<file path="src/rtl/hamming7_encode_tx.sv">
// Hamming(7,4) encoder with framed serial transmit and one-entry holding buffer.
// Optional error injection (ERRPOS input) enabled by HAMMING7_ERR_INJECT_EN.
module hamming7_encode_tx #(
  parameter int BIT_CYCLES = 4
) (
  input  logic       clk,
  input  logic       rst_n,
  input  logic [3:0] data,
  input  logic       dvalid,
`ifdef HAMMING7_ERR_INJECT_EN
  input  logic [2:0] errpos,
`endif
  output logic       dready,
  output logic       txd,
  output logic       txbusy,
  output logic [7:1] cw,
  output logic       cwvalid
);

  localparam int CNT_W = $clog2(BIT_CYCLES + 1);
  localparam logic [CNT_W-1:0] SLOT_LAST = CNT_W'(BIT_CYCLES - 1);

  typedef enum logic [1:0] {
    IDLE,
    START,
    DATA,
    STOP
  } state_t;

  state_t           state, state_n;
  logic [CNT_W-1:0] cnt, cnt_n;
  logic [2:0]       bitidx, bitidx_n;
  logic [6:0]       sh, sh_n;
  logic             txd_n;
  logic             hold_full;
  logic [3:0]       hold_nib;
  logic             accept;
  logic             launch;
  logic             slot_end;
  logic [7:1]       enc;
`ifdef HAMMING7_ERR_INJECT_EN
  logic [2:0]       hold_ep;
`endif

  assign dready   = ~hold_full;
  assign accept   = dvalid & ~hold_full;
  assign txbusy   = (state != IDLE);
  assign slot_end = (cnt == SLOT_LAST);

  always_comb begin
    enc    = '0;
    enc[7] = hold_nib[3];
    enc[6] = hold_nib[2];
    enc[5] = hold_nib[1];
    enc[3] = hold_nib[0];
    enc[4] = enc[7] ^ enc[6] ^ enc[5];
    enc[2] = enc[7] ^ enc[6] ^ enc[3];
    enc[1] = enc[7] ^ enc[5] ^ enc[3];
`ifdef HAMMING7_ERR_INJECT_EN
    // position 0 means "no flip"; 1..7 address the codeword directly
    if (hold_ep != 3'd0) enc[hold_ep] = ~enc[hold_ep];
`endif
  end

  always_comb begin
    state_n  = state;
    cnt_n    = cnt;
    bitidx_n = bitidx;
    sh_n     = sh;
    txd_n    = txd;
    launch   = 1'b0;
    case (state)
      IDLE: begin
        if (hold_full) launch = 1'b1;
      end
      START: begin
        if (slot_end) begin
          state_n  = DATA;
          cnt_n    = '0;
          bitidx_n = '0;
          txd_n    = sh[6];
          sh_n     = {sh[5:0], 1'b0};
        end else begin
          cnt_n = cnt + CNT_W'(1);
        end
      end
      DATA: begin
        if (slot_end) begin
          cnt_n = '0;
          if (bitidx == 3'd6) begin
            state_n = STOP;
            txd_n   = 1'b1;
          end else begin
            bitidx_n = bitidx + 3'd1;
            txd_n    = sh[6];
            sh_n     = {sh[5:0], 1'b0};
          end
        end else begin
          cnt_n = cnt + CNT_W'(1);
        end
      end
      STOP: begin
        if (slot_end) begin
          cnt_n = '0;
          if (hold_full) launch = 1'b1;
          else state_n = IDLE;
        end else begin
          cnt_n = cnt + CNT_W'(1);
        end
      end
      default: state_n = IDLE;
    endcase
    if (launch) begin
      state_n = START;
      cnt_n   = '0;
      sh_n    = enc;
      txd_n   = 1'b0;
    end
  end

  always_ff @(posedge clk or negedge rst_n) begin
    if (!rst_n) begin
      state     <= IDLE;
      cnt       <= '0;
      bitidx    <= '0;
      sh        <= '0;
      txd       <= 1'b1;
      cw        <= '0;
      cwvalid   <= 1'b0;
      hold_full <= 1'b0;
      hold_nib  <= '0;
`ifdef HAMMING7_ERR_INJECT_EN
      hold_ep   <= '0;
`endif
    end else begin
      state   <= state_n;
      cnt     <= cnt_n;
      bitidx  <= bitidx_n;
      sh      <= sh_n;
      txd     <= txd_n;
      cwvalid <= launch;
      if (launch) cw <= enc;
      if (launch) begin
        hold_full <= 1'b0;
      end else if (accept) begin
        hold_full <= 1'b1;
        hold_nib  <= data;
`ifdef HAMMING7_ERR_INJECT_EN
        hold_ep   <= errpos;
`endif
      end
    end
  end

endmodule

</file>
<file path="config.mk">
export PLATFORM = sky130hd
export DESIGN_NAME = hamming7_encode_tx
export DESIGN_NICKNAME = d
export VERILOG_FILES = /design/src/rtl/hamming7_encode_tx.sv
export SDC_FILE = /design/constraint.sdc
export NUM_CORES = 1
export LEC_CHECK = 0
export BUFFER_PORTS_ARGS = -buffer_cell sky130_fd_sc_hd__clkbuf_2
export CORE_MARGIN = 3
export CORE_UTILIZATION = 56
export DETAILED_ROUTE_END_ITERATION = 8
export MAX_ROUTING_LAYER = met4
export PLACE_DENSITY = 0.77
export SYNTH_ARGS = -nofsm -noshare
export SYNTH_HDL_FRONTEND = slang
export SYNTH_SLANG_ARGS = --single-unit
export TNS_END_PERCENT = 20
</file>
<file path="constraint.sdc">
create_clock -name clk -period 2.5 [get_ports clk]
set_clock_uncertainty 0.2 [all_clocks]
set_input_delay 0.25 -clock clk [delete_from_list [all_inputs] [get_ports clk]]
set_output_delay 0.25 -clock clk [all_outputs]
set_load 0.03 [all_outputs]
</file>
== Yosys cells after proc, flatten, opt, wreduce, memory -nomap -nowiden ==
Cells that the tools add are included.

* Bitwise logic cells: 8
* Reduce and logical (&&, ||, !) cells: 13
* Multiplexer cells: 29
* Equality and inequality tests: 14
* Add/subtract/negate cells: 2

{| class="wikitable"
|+ Operator list
! kind !! number
|-
| $mux 7 || 4
|-
| $mux 3 || 6
|-
| $ne 3x3->1 const B || 6
|-
| $pmux 7 s2 || 1
|-
| $mux 2 || 6
|-
| $mux 1 || 8
|-
| $reduce_and 4->1 || 2
|-
| $reduce_bool 2->1 || 4
|-
| $add 3x1->3 const B || 2
|-
| $ne 2x2->1 const B || 3
|-
| $pmux 2 s3 || 1
|-
| $pmux 3 s2 || 1
|-
| $reduce_and 6->1 || 1
|-
| $xor 1x1->1 || 5
|-
| $eq 2x2->1 const B || 2
|-
| $pmux 1 s2 || 2
|-
| $reduce_bool 4->1 || 1
|-
| $eq 3x2->1 const B || 1
|-
| $eq 3x3->1 const B || 1
|-
| $reduce_and 3->1 || 1
|-
| $reduce_bool 3->1 || 1
|-
| $reduce_or 3->1 || 1
|-
| $eq 2x1->1 const B || 1
|-
| $logic_not 2->1 || 1
|-
| 3 further kinds || 4
|}

* Logic and storage cells: 75
* Input bits: 7
* Output and inout bits: 11
* Register bits: 29

== Longest topological paths before layout ==
* Depth in word-level cells: 5
* Mapped depth: 8
* Depth with buffers taken out: 7

== Worst setup path after synthesis ==
No wires, ideal clock.

* Path type: reg2reg
* Start point: reg state[0]
* End point: reg sh[1]
* Stages on the path, launching flop included: 7
* Library setup time: 0.124 ns
* Arrival: 1.430 ns
* Data required time: 2.176 ns
* Path slack: 0.747 ns
* Clock period less this slack: 1.753 ns
* Buffers on the path: 1
* Path through: dfrtp_1 inv_1 ha_1 buf_4 a311oi_4 mux2i_1 o21bai_1

* Cells in the longest elaborated chain, start to end: 4
* Elaborated cells on any way between the ends: 12
* Classes of those cells: eq/ne: 6; mux: 3; reduce/logical: 3

{| class="wikitable"
|+ Ends and longest elaborated chain
! item !! RTL line !! source
|-
| start: declaration || 30 || <nowiki>state_t state, state_n;</nowiki>
|-
| start signal: assignment || 136 || <nowiki>state <= state_n;</nowiki>
|-
| $eq 2x2->1 / $logic_not 2->1 (equally long branches) || 72 || <nowiki>case (state)</nowiki>
|-
| $pmux 1 s2 || 72 ||
|-
| $ne 3x3->1 (no source line) / $reduce_bool 3->1 (equally long branches) || n/a ||
|-
| $reduce_and 4->1 (no source line) || n/a ||
|-
| end signal: assignment || 139 || <nowiki>sh <= sh_n;</nowiki>
|-
| end: declaration || 33 || <nowiki>logic [6:0] sh, sh_n;</nowiki>
|}

Several ways; a longest one is shown, not always the timed one.
A chain may end at the register's enable or synchronous reset.

== Worst setup path in the final report ==
* Start point: reg state[0]
* End point: reg state[1]

* Cells in the longest elaborated chain, start to end: 4
* Elaborated cells on any way between the ends: 14
* Classes of those cells: eq/ne: 8; mux: 3; reduce/logical: 3

{| class="wikitable"
|+ Ends and longest elaborated chain
! item !! RTL line
|-
| $eq 2x2->1 / $logic_not 2->1 (equally long branches) || 72
|-
| $pmux 1 s2 || 72
|-
| $ne 3x3->1 (no source line) / $reduce_bool 4->1 (equally long branches) || n/a
|-
| $reduce_and 6->1 (no source line) || n/a
|}

Several ways; a longest one is shown, not always the timed one.

==> results.md <==
- Run status: completed
- Clock transition at path regs: 90 ps
- Antenna diode count: 0
- Power per cell area: 1339 nW/um2
- Final HPWL DP: roughly 1900 um
- FFs w/ async S/R, synth: 100.0%
- Yosys cell types: 38
- Commonest non-fill, non-tap cell in the layout: dfrtp_1
- Fin nets: 177
- Crit path max fanout: 14
- Number of H-tree levels: 2
- Largest net degree at the start of global routing: 30
- Cts bufs inserted: 5
- Max-slew violations: 0
- Startpoint types: flip-flop
- WHS: 285.0 ps
- Syn Nets: 151
- DR DRC count: 0
- Final TNS setup: 0 ps
- Worst slew margin: about 53%
- Yosys reg bits: 29
- Final min period: 2138 ps
- Total grt overflow: 0
- EDFF count, synth: 0
- First-pass GRT wire length: 4754 um
- Met3 usage: 6.897%
- Synth Flop Type: dfrtp_1
- Clock buffer depth: 2
- Root buffer cell: clkbuf_4
- Ports: 18
- Mapped Avg Cell Area: 10.37 um2
- WL/cell: around 14 um
- Ys Warns: 0
- Setup violators final: 0
- Max Cap Viol: 0
- Die height: around 56 um
- TritonCTS clock tree: yes
- Grt peak-use layer: met2
- 1st-iter DRT viols: 46
- Post-CTS Resized: 0
- Vias in the first global route: 1022
- # rows: 17
- Skew-Pair Late Insertion Delay: 320 ps
- Chip width: 56.36 um
- Syn Inst Count: 137
- WL final: 2744 um
- Vias: 1062
- Worst IR Drop VDD: just over 1 mV
- Routability cong.: just over 0.8
- Initial antenna violation count: 0
- All-Layer GR Usage: about a fifth
- Share of cells above drive strength 1: a little over a fifth
- 1st-pass router iterations: 4
- Multi-input combinational cell area: 639.4 um2
- Fmax: about 0.47 GHz
- Crit path capture type: flip-flop
- Grt met1 use: 22.63%
- Mapped cell area: about 1400 um2
- LEAKAGE: 0.8052 nW
- Hold Fails Final Rpt: 0
- Type of the worst setup path: flip-flop to flip-flop
- Setup Fix Bufs, Post-CTS: 0
- Routed Antenna Nets: 0
- Core area: 2297 um2
- Area Growth Syn to Fin: 17.27%
- Sink Count: 29
- Starting Density: 61.82%
- Sequential cell area: 726.9 um2
- Port-buffer cells: 17
- Final core occ: 72.49%
- Most frequent cells in the layout: dfrtp_1 (28), nand2_1 (25), clkbuf_2 (17)
- RSZ-0062 raised after global routing: false
- Critical Path RT: around 2500 ps
- Seq/Total Area, Yosys: 51.19%
- Critical Path AT: roughly 2200 ps
- Grt met2 use: 33.72%
- Die area: 3176 um2
- Hold Crit Class: flip-flop to flip-flop
- Number of vias per cell: 5.531
- Worst slew pin tran: 705.5 ps
- # fillers: between 150 and 200
- Period utilization: between 80 and 90%
## power breakdown
group | leakage, nW | switching, W | internal, W
logic | 0.403 | 0.000603 | 0.000383
clock network | 0.0455 | 0.000163 | 0.000239
registers | 0.357 | 0.000162 | 0.000680
## cell families after synthesis
logic type      count (synthesis)  synth area share [%]
flops                          29                 51.19
compound gates                 28                 15.33
mux                             6                 4.581
xor+xnor                        4                 2.467
fa+ha+maj                       7                 6.167
buf+inv                        12                 3.788
simple gates                   51                 16.48
## timing repair
| action | in CTS | in global routing |
|---|---|---|
| hold buffers | 6 | 0 |
| endpoints found under the hold margin | 33 | 0 |
| setup endpoints to repair | 0 | 0 |
## path summary, 6_finish.rpt
| kind | from | endpoint | slack [ps] | cells after the start |
|---|---|---|---|---|
| setup / recovery | state[0]$_DFFE_PN0P_ | state[1]$_DFFE_PN0P_ | 360 | 5 |
| hold / removal | cw[2]$_DFFE_PN0P_ | cw[2]$_DFFE_PN0P_ | 280 | 1 |
| setup reg to reg | state[0]$_DFFE_PN0P_ | state[1]$_DFFE_PN0P_ | 360 | 5 |
| hold reg to reg | cw[2]$_DFFE_PN0P_ | cw[2]$_DFFE_PN0P_ | 280 | 1 |
| max in group asynchronous | rst_n | bitidx[2]$_DFFE_PN0P_ | 1350 | 2 |
| min in group asynchronous | rst_n | sh[4]$_DFFE_PN0P_ | 300 | 2 |
## critical path, stage by stage, from the launching register on
cell      delay, ps
dfrtp_1         440
ha_1            280
and3b_1         220
o21ai_2         450
inv_2           230
a211oi_1        230
## sequential cells by signal (all words and copies together) (netlist names)
name / flops
hold_nib: 4
sh: 7
cwvalid: 1
state: 2
txd: 1
cnt: 3
bitidx: 3
cw: 7
hold_full: 1
## stage by stage
stage          power, W  instances  area [um2]  worst slack [ps]
5_1_grt        0.002405        192        1665             237.7
6_report       0.002230        192        1665             361.9
4_1_cts        0.002247        192        1665             372.6
3_5_place_dp   0.001836        178        1520             394.9
3_3_place_gp   0.001800        178        1520             464.6
2_1_floorplan  0.001592        137        1420             746.6
## cell type report
cell class,count,share of cell area [%]
clock inverters,1,1.803
well taps,28,2.104
clock buffers,7,3.306
repair buffers,24,9.166
inverters,7,1.578
multi-input cells,96,38.39
flip-flops and latches,29,43.65
## per-layer routing
layer	share of wire (%)	wire length, um	vias to the layer above
li1	-	-	524
met5	0	0	-
met3	4.6	125	4
met4	1.6	44	0
met2	51	1388	22
met1	43	1185	512
## synth_stat cells (2+ instances only)
master	count	area share (%)
nand3_1	3	1.1
a211oi_1	2	1.1
o21ai_0	2	0.70
a21o_1	3	1.6
xor2_1	2	1.2
dfrtp_1	28	49
xnor2_1	2	1.2
nor2b_1	3	1.3
mux2i_1	2	1.4
inv_1	6	1.6
ha_1	7	6.2
a31oi_1	4	1.8
nand2_1	25	6.6
buf_2	4	1.4
nor2_1	12	3.2
mux2_2	4	3.2
o21bai_1	2	1.1
and3b_1	2	1.2
a21oi_1	5	1.8
(Power assumes the default switching activity.)
